$ cat src/rtl/hazard_scoreboard_if.sv
// rtl/hazard_scoreboard_if.sv - pipeline-to-hazard-unit signal bundle
// master = pipeline side driving requests, slave = hazard unit driving controls.
interface hazard_scoreboard_if #(
    parameter int REG_AW     = 5,
    parameter int LAT_W      = 4,
    parameter int FWD_STAGES = 2,
    parameter int FWD_SEL_W  = 2
);
    logic                         i_cache_stall;
    logic                         d_cache_stall;
    logic                         alu_stallE;
    logic                         flush_jump_conflictE;
    logic                         flush_pred_failedM;
    logic                         flush_exceptionM;
    logic [REG_AW-1:0]            rsD;
    logic [REG_AW-1:0]            rtD;
    logic                         issue_wrD;
    logic [REG_AW-1:0]            issue_destD;
    logic [LAT_W-1:0]             issue_latD;
    logic [REG_AW-1:0]            rsE;
    logic [REG_AW-1:0]            rtE;
    logic [FWD_STAGES-1:0]        fwd_wr;
    logic [FWD_STAGES*REG_AW-1:0] fwd_reg;
    logic                         stallF, stallD, stallE, stallM, stallW;
    logic                         flushF, flushD, flushE, flushM, flushW;
    logic                         longest_stall;
    logic                         raw_stallD;
    logic [FWD_SEL_W-1:0]         forward_1E;
    logic [FWD_SEL_W-1:0]         forward_2E;
    logic [31:0]                  perf_raw_cnt;
    logic [31:0]                  perf_cache_cnt;

    modport master (
        output i_cache_stall, d_cache_stall, alu_stallE,
        output flush_jump_conflictE, flush_pred_failedM, flush_exceptionM,
        output rsD, rtD, issue_wrD, issue_destD, issue_latD,
        output rsE, rtE, fwd_wr, fwd_reg,
        input  stallF, stallD, stallE, stallM, stallW,
        input  flushF, flushD, flushE, flushM, flushW,
        input  longest_stall, raw_stallD, forward_1E, forward_2E,
        input  perf_raw_cnt, perf_cache_cnt
    );

    modport slave (
        input  i_cache_stall, d_cache_stall, alu_stallE,
        input  flush_jump_conflictE, flush_pred_failedM, flush_exceptionM,
        input  rsD, rtD, issue_wrD, issue_destD, issue_latD,
        input  rsE, rtE, fwd_wr, fwd_reg,
        output stallF, stallD, stallE, stallM, stallW,
        output flushF, flushD, flushE, flushM, flushW,
        output longest_stall, raw_stallD, forward_1E, forward_2E,
        output perf_raw_cnt, perf_cache_cnt
    );
endinterface

$ cat src/rtl/hazard_scoreboard.sv
// rtl/hazard_scoreboard.sv - latency scoreboard hazard unit with deferred flushes and N-source bypass
// Define HAZARD_PERF_EN to build the saturating RAW/cache stall performance counters.
module hazard_scoreboard #(
    parameter int REG_NUM    = 32,
    parameter int REG_AW     = 5,
    parameter int LAT_W      = 4,
    parameter int FWD_STAGES = 2,
    parameter int FWD_SEL_W  = 2
) (
    input  logic             clk,
    input  logic             rst,
    hazard_scoreboard_if.slave hz
);
    logic [LAT_W-1:0] cnt      [REG_NUM];
    logic [LAT_W-1:0] cnt_next [REG_NUM];
    logic [LAT_W-1:0] dec_val;
    logic             pend_jump, pend_pred;
    logic             cache_stall, longest_stall, raw_stall;
    logic             stall_d, flush_d, issue, jf, pf;
    logic [FWD_SEL_W-1:0] fwd1, fwd2;

    assign cache_stall   = hz.i_cache_stall | hz.d_cache_stall;
    assign longest_stall = cache_stall | hz.alu_stallE;
    assign raw_stall     = ((hz.rsD != '0) && (cnt[hz.rsD] > LAT_W'(1))) |
                           ((hz.rtD != '0) && (cnt[hz.rtD] > LAT_W'(1)));
    assign jf      = (hz.flush_jump_conflictE | pend_jump) & ~hz.d_cache_stall;
    assign pf      = hz.flush_pred_failedM | pend_pred;
    assign stall_d = longest_stall | raw_stall;
    assign flush_d = hz.flush_exceptionM | hz.flush_pred_failedM | jf;
    assign issue   = hz.issue_wrD & (hz.issue_destD != '0) & ~stall_d & ~flush_d;

    assign hz.stallF = ~hz.flush_exceptionM & stall_d;
    assign hz.stallD = stall_d;
    assign hz.stallE = longest_stall;
    assign hz.stallM = cache_stall;
    assign hz.stallW = cache_stall;
    assign hz.flushF = 1'b0;
    assign hz.flushD = flush_d;
    // raw_stall & ~longest_stall drops a bubble into E while D waits
    assign hz.flushE = hz.flush_exceptionM | (pf & ~longest_stall) | jf |
                       (raw_stall & ~longest_stall);
    assign hz.flushM = hz.flush_exceptionM;
    assign hz.flushW = hz.flush_exceptionM;
    assign hz.longest_stall = longest_stall;
    assign hz.raw_stallD    = raw_stall;
    assign hz.forward_1E    = fwd1;
    assign hz.forward_2E    = fwd2;

    always_comb begin
        dec_val = '0;
        for (int r = 0; r < REG_NUM; r++) begin
            dec_val = ((cnt[r] != '0) && !cache_stall) ? cnt[r] - LAT_W'(1) : cnt[r];
            cnt_next[r] = dec_val;
            if (issue && (hz.issue_destD == REG_AW'(r)) && (hz.issue_latD > dec_val))
                cnt_next[r] = hz.issue_latD;
            if (hz.flush_exceptionM)
                cnt_next[r] = '0;
        end
    end

    always_ff @(posedge clk or posedge rst) begin
        if (rst) begin
            for (int r = 0; r < REG_NUM; r++) cnt[r] <= '0;
        end else begin
            for (int r = 0; r < REG_NUM; r++) cnt[r] <= cnt_next[r];
        end
    end

    // Deferred flushes: remembered across the stall, fired on the first free cycle
    always_ff @(posedge clk or posedge rst) begin
        if (rst) begin
            pend_jump <= 1'b0;
            pend_pred <= 1'b0;
        end else if (hz.flush_exceptionM) begin
            pend_jump <= 1'b0;
            pend_pred <= 1'b0;
        end else begin
            if (!hz.d_cache_stall)
                pend_jump <= 1'b0;
            else if (hz.flush_jump_conflictE)
                pend_jump <= 1'b1;
            if (!longest_stall)
                pend_pred <= 1'b0;
            else if (hz.flush_pred_failedM)
                pend_pred <= 1'b1;
        end
    end

    // Scan oldest to youngest so the youngest matching source wins
    always_comb begin
        fwd1 = '0;
        fwd2 = '0;
        for (int k = FWD_STAGES; k >= 1; k--) begin
            if (hz.fwd_wr[k-1] && (hz.fwd_reg[k*REG_AW-1 -: REG_AW] == hz.rsE) && (hz.rsE != '0))
                fwd1 = FWD_SEL_W'(k);
            if (hz.fwd_wr[k-1] && (hz.fwd_reg[k*REG_AW-1 -: REG_AW] == hz.rtE) && (hz.rtE != '0))
                fwd2 = FWD_SEL_W'(k);
        end
    end

`ifdef HAZARD_PERF_EN
    logic [31:0] perf_raw, perf_cache;

    always_ff @(posedge clk or posedge rst) begin
        if (rst) begin
            perf_raw   <= '0;
            perf_cache <= '0;
        end else begin
            if (raw_stall && !longest_stall && (perf_raw != 32'hFFFF_FFFF))
                perf_raw <= perf_raw + 32'd1;
            if (cache_stall && (perf_cache != 32'hFFFF_FFFF))
                perf_cache <= perf_cache + 32'd1;
        end
    end

    assign hz.perf_raw_cnt   = perf_raw;
    assign hz.perf_cache_cnt = perf_cache;
`else
    assign hz.perf_raw_cnt   = '0;
    assign hz.perf_cache_cnt = '0;
`endif
endmodule

$ cat src/flat_wrapper.sv
// flat-port wrapper written by rule: the top's interface ports become plain ports
module hazard_scoreboard_flat 
#(
    parameter int REG_NUM    = 32,
    parameter int REG_AW     = 5,
    parameter int LAT_W      = 4,
    parameter int FWD_STAGES = 2,
    parameter int FWD_SEL_W  = 2
)
  (clk, rst, hz_i_cache_stall, hz_d_cache_stall, hz_alu_stallE, hz_flush_jump_conflictE, hz_flush_pred_failedM, hz_flush_exceptionM, hz_rsD, hz_rtD, hz_issue_wrD, hz_issue_destD, hz_issue_latD, hz_rsE, hz_rtE, hz_fwd_wr, hz_fwd_reg, hz_stallF, hz_stallD, hz_stallE, hz_stallM, hz_stallW, hz_flushF, hz_flushD, hz_flushE, hz_flushM, hz_flushW, hz_longest_stall, hz_raw_stallD, hz_forward_1E, hz_forward_2E, hz_perf_raw_cnt, hz_perf_cache_cnt);
  hazard_scoreboard_if #(.REG_AW(REG_AW), .LAT_W(LAT_W), .FWD_STAGES(FWD_STAGES), .FWD_SEL_W(FWD_SEL_W)) hz_i ();
  input  logic clk;
  input  logic rst;
  input wire logic [$bits(hz_i.i_cache_stall)-1:0] hz_i_cache_stall;
  input wire logic [$bits(hz_i.d_cache_stall)-1:0] hz_d_cache_stall;
  input wire logic [$bits(hz_i.alu_stallE)-1:0] hz_alu_stallE;
  input wire logic [$bits(hz_i.flush_jump_conflictE)-1:0] hz_flush_jump_conflictE;
  input wire logic [$bits(hz_i.flush_pred_failedM)-1:0] hz_flush_pred_failedM;
  input wire logic [$bits(hz_i.flush_exceptionM)-1:0] hz_flush_exceptionM;
  input wire logic [$bits(hz_i.rsD)-1:0] hz_rsD;
  input wire logic [$bits(hz_i.rtD)-1:0] hz_rtD;
  input wire logic [$bits(hz_i.issue_wrD)-1:0] hz_issue_wrD;
  input wire logic [$bits(hz_i.issue_destD)-1:0] hz_issue_destD;
  input wire logic [$bits(hz_i.issue_latD)-1:0] hz_issue_latD;
  input wire logic [$bits(hz_i.rsE)-1:0] hz_rsE;
  input wire logic [$bits(hz_i.rtE)-1:0] hz_rtE;
  input wire logic [$bits(hz_i.fwd_wr)-1:0] hz_fwd_wr;
  input wire logic [$bits(hz_i.fwd_reg)-1:0] hz_fwd_reg;
  output wire logic [$bits(hz_i.stallF)-1:0] hz_stallF;
  output wire logic [$bits(hz_i.stallD)-1:0] hz_stallD;
  output wire logic [$bits(hz_i.stallE)-1:0] hz_stallE;
  output wire logic [$bits(hz_i.stallM)-1:0] hz_stallM;
  output wire logic [$bits(hz_i.stallW)-1:0] hz_stallW;
  output wire logic [$bits(hz_i.flushF)-1:0] hz_flushF;
  output wire logic [$bits(hz_i.flushD)-1:0] hz_flushD;
  output wire logic [$bits(hz_i.flushE)-1:0] hz_flushE;
  output wire logic [$bits(hz_i.flushM)-1:0] hz_flushM;
  output wire logic [$bits(hz_i.flushW)-1:0] hz_flushW;
  output wire logic [$bits(hz_i.longest_stall)-1:0] hz_longest_stall;
  output wire logic [$bits(hz_i.raw_stallD)-1:0] hz_raw_stallD;
  output wire logic [$bits(hz_i.forward_1E)-1:0] hz_forward_1E;
  output wire logic [$bits(hz_i.forward_2E)-1:0] hz_forward_2E;
  output wire logic [$bits(hz_i.perf_raw_cnt)-1:0] hz_perf_raw_cnt;
  output wire logic [$bits(hz_i.perf_cache_cnt)-1:0] hz_perf_cache_cnt;
  assign hz_i.i_cache_stall = hz_i_cache_stall;
  assign hz_i.d_cache_stall = hz_d_cache_stall;
  assign hz_i.alu_stallE = hz_alu_stallE;
  assign hz_i.flush_jump_conflictE = hz_flush_jump_conflictE;
  assign hz_i.flush_pred_failedM = hz_flush_pred_failedM;
  assign hz_i.flush_exceptionM = hz_flush_exceptionM;
  assign hz_i.rsD = hz_rsD;
  assign hz_i.rtD = hz_rtD;
  assign hz_i.issue_wrD = hz_issue_wrD;
  assign hz_i.issue_destD = hz_issue_destD;
  assign hz_i.issue_latD = hz_issue_latD;
  assign hz_i.rsE = hz_rsE;
  assign hz_i.rtE = hz_rtE;
  assign hz_i.fwd_wr = hz_fwd_wr;
  assign hz_i.fwd_reg = hz_fwd_reg;
  assign hz_stallF = hz_i.stallF;
  assign hz_stallD = hz_i.stallD;
  assign hz_stallE = hz_i.stallE;
  assign hz_stallM = hz_i.stallM;
  assign hz_stallW = hz_i.stallW;
  assign hz_flushF = hz_i.flushF;
  assign hz_flushD = hz_i.flushD;
  assign hz_flushE = hz_i.flushE;
  assign hz_flushM = hz_i.flushM;
  assign hz_flushW = hz_i.flushW;
  assign hz_longest_stall = hz_i.longest_stall;
  assign hz_raw_stallD = hz_i.raw_stallD;
  assign hz_forward_1E = hz_i.forward_1E;
  assign hz_forward_2E = hz_i.forward_2E;
  assign hz_perf_raw_cnt = hz_i.perf_raw_cnt;
  assign hz_perf_cache_cnt = hz_i.perf_cache_cnt;
  hazard_scoreboard #(.REG_NUM(REG_NUM), .REG_AW(REG_AW), .LAT_W(LAT_W), .FWD_STAGES(FWD_STAGES), .FWD_SEL_W(FWD_SEL_W)) u_core (.clk(clk), .rst(rst), .hz(hz_i));
endmodule
$ cat config.mk
export PLATFORM = sky130hd
export DESIGN_NAME = hazard_scoreboard_flat
export DESIGN_NICKNAME = d
export VERILOG_FILES = /design/src/rtl/hazard_scoreboard_if.sv /design/src/rtl/hazard_scoreboard.sv /design/src/flat_wrapper.sv
export SDC_FILE = /design/constraint.sdc
export NUM_CORES = 1
export LEC_CHECK = 0
export ABC_AREA = 1
export ABC_CLOCK_PERIOD_IN_PS = 4100
export CAP_MARGIN = 20
export CORE_UTILIZATION = 30
export CTS_CLUSTER_DIAMETER = 100
export DETAILED_ROUTE_END_ITERATION = 12
export GPL_TIMING_DRIVEN = 0
export PLACE_DENSITY_LB_ADDON = 0.1
export SLEW_MARGIN = 20
export SYNTH_ARGS = -nofsm -noshare
export SYNTH_HDL_FRONTEND = slang
export SYNTH_SLANG_ARGS = --single-unit
$ cat constraint.sdc
create_clock -name clk -period 4.1 [get_ports clk]
set_input_delay 0.615 -clock clk [delete_from_list [all_inputs] [get_ports clk]]
set_output_delay 0.615 -clock clk [all_outputs]
set_load 0.01 [all_outputs]
# Yosys cells after proc, flatten, opt, wreduce, memory -nomap -nowiden
# Cells that the tools add are included.
dict set report totals {
  regBits 130
  inputBits 50
  output_inout_bits 80
  wordCells 421
}
dict set report classes {
  addsub 32
  magnitude_cmp 36
  n_eq_ne 37
  muxes 112
  bitwise 25
  reduce_logical 145
}
# operator n
set ops {}
lappend ops {{two-way mux 4 bit} 100}
lappend ops {{greater-than comparator 4 bit} 32}
lappend ops {{nonzero test 4 bit} 32}
lappend ops {{subtractor 4 x 1 -> 4 bit (second input constant)} 32}
lappend ops {{logical AND 1 bit} 106}
lappend ops {{equality test 5 bit (second input constant)} 16}
lappend ops {{binary-select mux 4 bit (select 5 bit)} 2}
lappend ops {{equality test 5 x 4 -> 1 bit (second input constant)} 8}
lappend ops {{nonzero test 5 bit} 5}
lappend ops {{equality test 5 x 3 -> 1 bit (second input constant)} 4}
lappend ops {{equality test 5 bit} 4}
lappend ops {{greater-or-equal comparator 6 bit (second input constant)} 2}
lappend ops {{inverter 5 -> 6 bit} 2}
lappend ops {{OR 1 bit} 11}
lappend ops {{equality test 5 x 2 -> 1 bit (second input constant)} 2}
lappend ops {{greater-than comparator 4 x 1 -> 1 bit (second input constant)} 2}
lappend ops {{two-way mux 2 bit} 4}
lappend ops {{bitwise AND 1 bit} 7}
lappend ops {{two-way mux 1 bit} 6}
lappend ops {{equality test 5 x 1 -> 1 bit (second input constant)} 1}
lappend ops {{logical NOT 5 bit} 1}
lappend ops {{inverter 1 bit} 5}
lappend ops {{!= test 3 x 1 -> 1 bit (second input constant)} 1}
lappend ops {{!= test 3 bit (second input constant)} 1}
lappend ops {{logical NOT 1 bit} 1}

# Longest topological paths before layout
dict set report depth {
  word_depth 15
  mapped_depth 18
  ltp_nobuf 18
}

# Worst setup path before layout
# Ideal clock, no wire load.
dict set report synth_path {
  path_type {input port to flip-flop}
  start {input hz_d_cache_stall}
  end {register u_core.cnt[100] in the netlist's numbering}
  setup_time_ps 118
  arrival_time_ps 2992
  t_required_ps 3982
  setup_slack_ps 990
  cell_stages 13
  n_path_buf 0
  path_cell_list {nor2_1 > o21ai_0 > or2_2 > nor3_1 > xor2_1 > ha_1 > nand2_1 > o21ai_0 > o21ai_0 > nor4_1 > nand4_4 > o21bai_1 > nor2_1}
}
# element line_no
set synth_rtl {}
lappend synth_rtl {{start, declared} flat_wrapper.sv:15} ;# input wire logic [$bits(hz_i.d_cache_stall)-1:0] hz_d_cache_stall;
lappend synth_rtl {{end, declared} hazard_scoreboard.sv:14} ;# logic [LAT_W-1:0] cnt [REG_NUM];

# Worst setup path in the final report
dict set report layout_path {
  start {input hz_rsD[2]}
  end {output hz_stallF}
}
dict set report layout_via {
  elab_chain_cells 9
  word_cells_on_any_way 10
  cone_classes {1 x order compare; 3 x mux; 4 x bitwise; 2 x reduce/logical}
}
# element line_no
set layout_rtl {}
lappend layout_rtl {{start, declared} flat_wrapper.sv:20} ;# input wire logic [$bits(hz_i.rsD)-1:0] hz_rsD;
lappend layout_rtl {{inverter 5 -> 6 bit (not written as such)} hazard_scoreboard.sv:24} ;# assign raw_stall = ((hz.rsD != '0) && (cnt[hz.rsD] > LAT_W'(1))) |
lappend layout_rtl {{binary-select mux 4 bit (select 5 bit)} hazard_scoreboard.sv:24}
lappend layout_rtl {{two-way mux 4 bit (not written as such) (2 in series)} hazard_scoreboard.sv:24}
lappend layout_rtl {{greater-than comparator 4 x 1 -> 1 bit} hazard_scoreboard.sv:24}
lappend layout_rtl {{logical AND 1 bit *} hazard_scoreboard.sv:24}
lappend layout_rtl {{OR 1 bit *} hazard_scoreboard.sv:24}
lappend layout_rtl {{OR 1 bit *} hazard_scoreboard.sv:28} ;# assign stall_d = longest_stall | raw_stall;
lappend layout_rtl {{bitwise AND 1 bit *} hazard_scoreboard.sv:32} ;# assign hz.stallF = ~hz.flush_exceptionM & stall_d;
lappend layout_rtl {{end, declared} flat_wrapper.sv:29} ;# output wire logic [$bits(hz_i.stallF)-1:0] hz_stallF;
# Mark *: on every way between the ends. The rest lies on a longest branch, timed or not. The select of a mux whose other input is x is not followed.

==> metrics.md <==
| Metric | Value |
|---|---|
| Outcome | `finished clean` |
| Worst Setup SP | `hz_rsD[2]` |
| Non-Filler Instances | `2857` |
| Critical Path AT | `3.34 ns` |
| Worst Path Buf+Inv | `5` |
| Register area share after synthesis | `0.234` |
| Mean routed wirelength per cell | `17.4 microns` |
| Drt total wl | `49700 microns` |
| # diodes | `0` |
| Grt total ovfl | `0` |
| IO Count | `130` |
| Clock sink count | `130` |
| Clock tree buffer depth | `2` |
| Worst Skew | `0.0130 ns` |
| Worst min path class | `input port to asynchronous set/reset pin` |
| PortBufs | `61` |
| Slew headroom | `0.258` |
| Synthesis-to-layout area growth | `16.9%` |
| Die width | `217 microns` |
| Min cycle time layout | `3.96 ns` |
| 1st-iter DRT viols | `821` |
| Max Cap Viol | `0` |
| Max IR drop VDD | `0.272 mV` |
| Data required time of the critical path | `3.48 ns` |
| Filler cells | `4957` |
| Commonest non-fill, non-tap cell in the layout | `nand2_1` |
| Core ar. | `0.0456 sq mm` |
| Initial antenna violation count | `1` |
| Yosys warning total | `0` |
| Fin. Hold Viols | `0` |
| Clk slew on worst S/H paths | `0.06 ns` |
| Final net count | `2451` |
| Power Density | `261 mW/mm^2` |
| Clock Root Buffer | `clkbuf_16` |
| Most frequent cells in the layout | `nand2_1, inv_1, nor2_1, ha_1, o21ai_0` |
| Cell Chain, Critical Path | `clkdlybuf4s50_1 -> inv_2 -> o21ai_0 -> nor2_1 -> nand2_1 -> nand2_1 -> nand2_1 -> nand3_1 -> nand2_2 -> nor2_8 -> buf_12 -> inv_1 -> nor2_1 -> nor2_1 -> clkdlybuf4s50_1` |
| Area of the die | `0.0472 sq mm` |
| Setup CP Type | `input port to output pin` |
| FMAX | `253 MHz` |
| RSZ-0062 raised after global routing | `no` |
| DRC | `0` |
| DIE HEIGHT | `217 microns` |
| Sequential cell area | `0.00325 sq mm` |
| Routed Antenna Nets | `0` |
| Vias per cell | `4.69` |
| RD Place Congestion | `0.888` |
| Final Worst Setup Slack | `0.141 ns` |
| Total GRT Usage | `0.213` |
| Largest net degree at the start of global routing | `88` |
| Top delay family on crit path | `buffers and inverters` |
| Clock latency on the worst-skew pair | `0.46 ns` |
| Worst path slowest cell | `clkdlybuf4s50_1` |
| Unique masters post-synth | `39` |
| First-pass detailed-route iteration total | `5` |
| Post-Place Worst Slack | `-0.942 ns` |
| Final period utilization | `0.966` |
| Via total after detailed routing | `13400` |
| Synth Cell Area | `0.0139 sq mm` |
| Synthesis-stage register bit count | `130` |
| CTS tree | `built` |
| Global-route wire length before repair | `74700 microns` |
| Worst Tran Pin Value | `1.11 ns` |
| H-tree Lvls | `4` |
| Num rows | `78` |
| # Post-CTS Setup Buffers | `0` |
| Pleak | `8.83 nW` |
| Placed cell count | `2826` |
| Mapped Cells | `2097` |
| Setup violators final | `0` |
| Post-DP HPWL | `36200 microns` |
| CTS Buf Count | `17` |
| CP endpoint kind | `output pin` |
| Reg-to-reg critical path startpoint | `u_core.cnt[121]` |
| CTS Hold Buffers Added | `0` |
| Mapped Avg Cell Area | `6.63 sq um` |
| Initial Util | `0.305` |
| Startpoint Class | `input port` |
| Layout cells sized above 1 | `0.0824` |
| CP peak stage delay | `0.63 ns` |
| Worst-path fanout max | `10` |
| Area of the multi-input gates | `0.00895 sq mm` |
| R2R Setup Slk | `0.84 ns` |
| Number of global-route vias before repair | `12400` |
| Final Max Slew Viols | `0` |
==> where the power goes <==
part | internal, mW | switching (mW) | total [mW]
sequential | 1.32 | 0.0332 | 1.36
clock | 1.03 | 0.673 | 1.71
combinational | 0.413 | 0.766 | 1.18
==> routing by layer <==
metal  wire length [microns]  vias up  global-route usage  share of wire
met1                   24000     6190               0.296           0.48
met3                    2340       48              0.0284          0.047
met2                   22400      323               0.343           0.45
li1                        -     6838                   -              -
met5                       8        -                   0        0.00016
met4                     987        2              0.0594          0.020
==> registers in the layout, summed over array words and instances (netlist names) <==
| signal | count |
|---|---|
| u_core.pend_pred | 1 |
| u_core.pend_jump | 1 |
| u_core.cnt | 128 |
==> area by class of cell <==
cell class                      instances  share of cell area
Timing Repair Buffer                   65              0.0421
Clock inverter                         12              0.0112
Buffer                                121              0.0491
Tap cell                              600              0.0462
Inverter                              314              0.0732
Multi-Input combinational cell       1596               0.551
Sequential cell                       130               0.200
Clock buffer                           19              0.0273
==> per-stage QoR <==
| stage | instance area (sq um) | hold slack (ns) | util | power, mW | setup TNS [ns] |
|---|---|---|---|---|---|
| floorplan | 14100 | 0.512 | - | 2.14 | 0 |
| global placement | 15500 | 0.542 | 0.340 | 2.52 | -554.49 |
| detailed placement | 15600 | 0.547 | 0.342 | 2.55 | -80.56 |
| CTS | 16200 | 0.560 | 0.356 | 4.29 | 0 |
| global route | 16200 | 0.563 | 0.357 | 4.48 | 0 |
| finish | 16200 | 0.559 | 0.357 | 4.24 | 0 |
==> timing repair <==
action                     in CTS  in global routing
gates resized for setup        11                 12
pin swaps                       0                  1
setup endpoints to repair     106                 35
==> logic make-up (layout without fill, tap and decap cells) <==
logic type / Yosys count / in the layout / share of synthesized area
AOI/OAI and AO/OA: 278 / 278 / 0.114
adders and majority gates: 156 / 156 / 0.140
buffers and inverters: 435 / 531 / 0.141
DFF: 130 / 130 / 0.234
and+or+nand+nor: 1039 / 1039 / 0.334
other: 1 / 65 / 0.000270
xor gates and xnor gates: 58 / 58 / 0.0366
==> synthesized netlist by cell type, drive strengths merged <==
| cell | count | share of area |
|---|---|---|
| a2111oi | 2 | 0.0013 |
| a211o | 1 | 0.00063 |
| a211oi | 1 | 0.00054 |
| a21boi | 1 | 0.00054 |
| a21oi | 68 | 0.024 |
| a31oi | 3 | 0.0014 |
| buf | 84 | 0.046 |
| clkbuf | 37 | 0.010 |
| conb | 1 | 0.00027 |
| dfrtp | 130 | 0.23 |
| ha | 156 | 0.14 |
| inv | 314 | 0.085 |
| nand2 | 582 | 0.16 |
| nand3 | 68 | 0.024 |
| nand4 | 36 | 0.048 |
| nor2 | 312 | 0.086 |
| nor3 | 15 | 0.0054 |
| nor4 | 19 | 0.0086 |
| o2111a | 12 | 0.0097 |
| o2111ai | 1 | 0.00063 |
| o21ai | 152 | 0.055 |
| o21bai | 33 | 0.018 |
| o221ai | 2 | 0.0013 |
| o22ai | 2 | 0.00090 |
| or2 | 7 | 0.0032 |
| xnor2 | 6 | 0.0038 |
| xor2 | 52 | 0.033 |
==> worst paths after layout <==
check / end / depth (start not counted)
setup / recovery: hz_stallF / 15
hold / removal: u_core.cnt[10] / 2
setup reg to reg: u_core.cnt[123] / 16
hold reg to reg: u_core.pend_jump / 2
max in group asynchronous: u_core.cnt[36] / 3
min in group clk: u_core.pend_jump / 2
(Power assumes the default switching activity.)
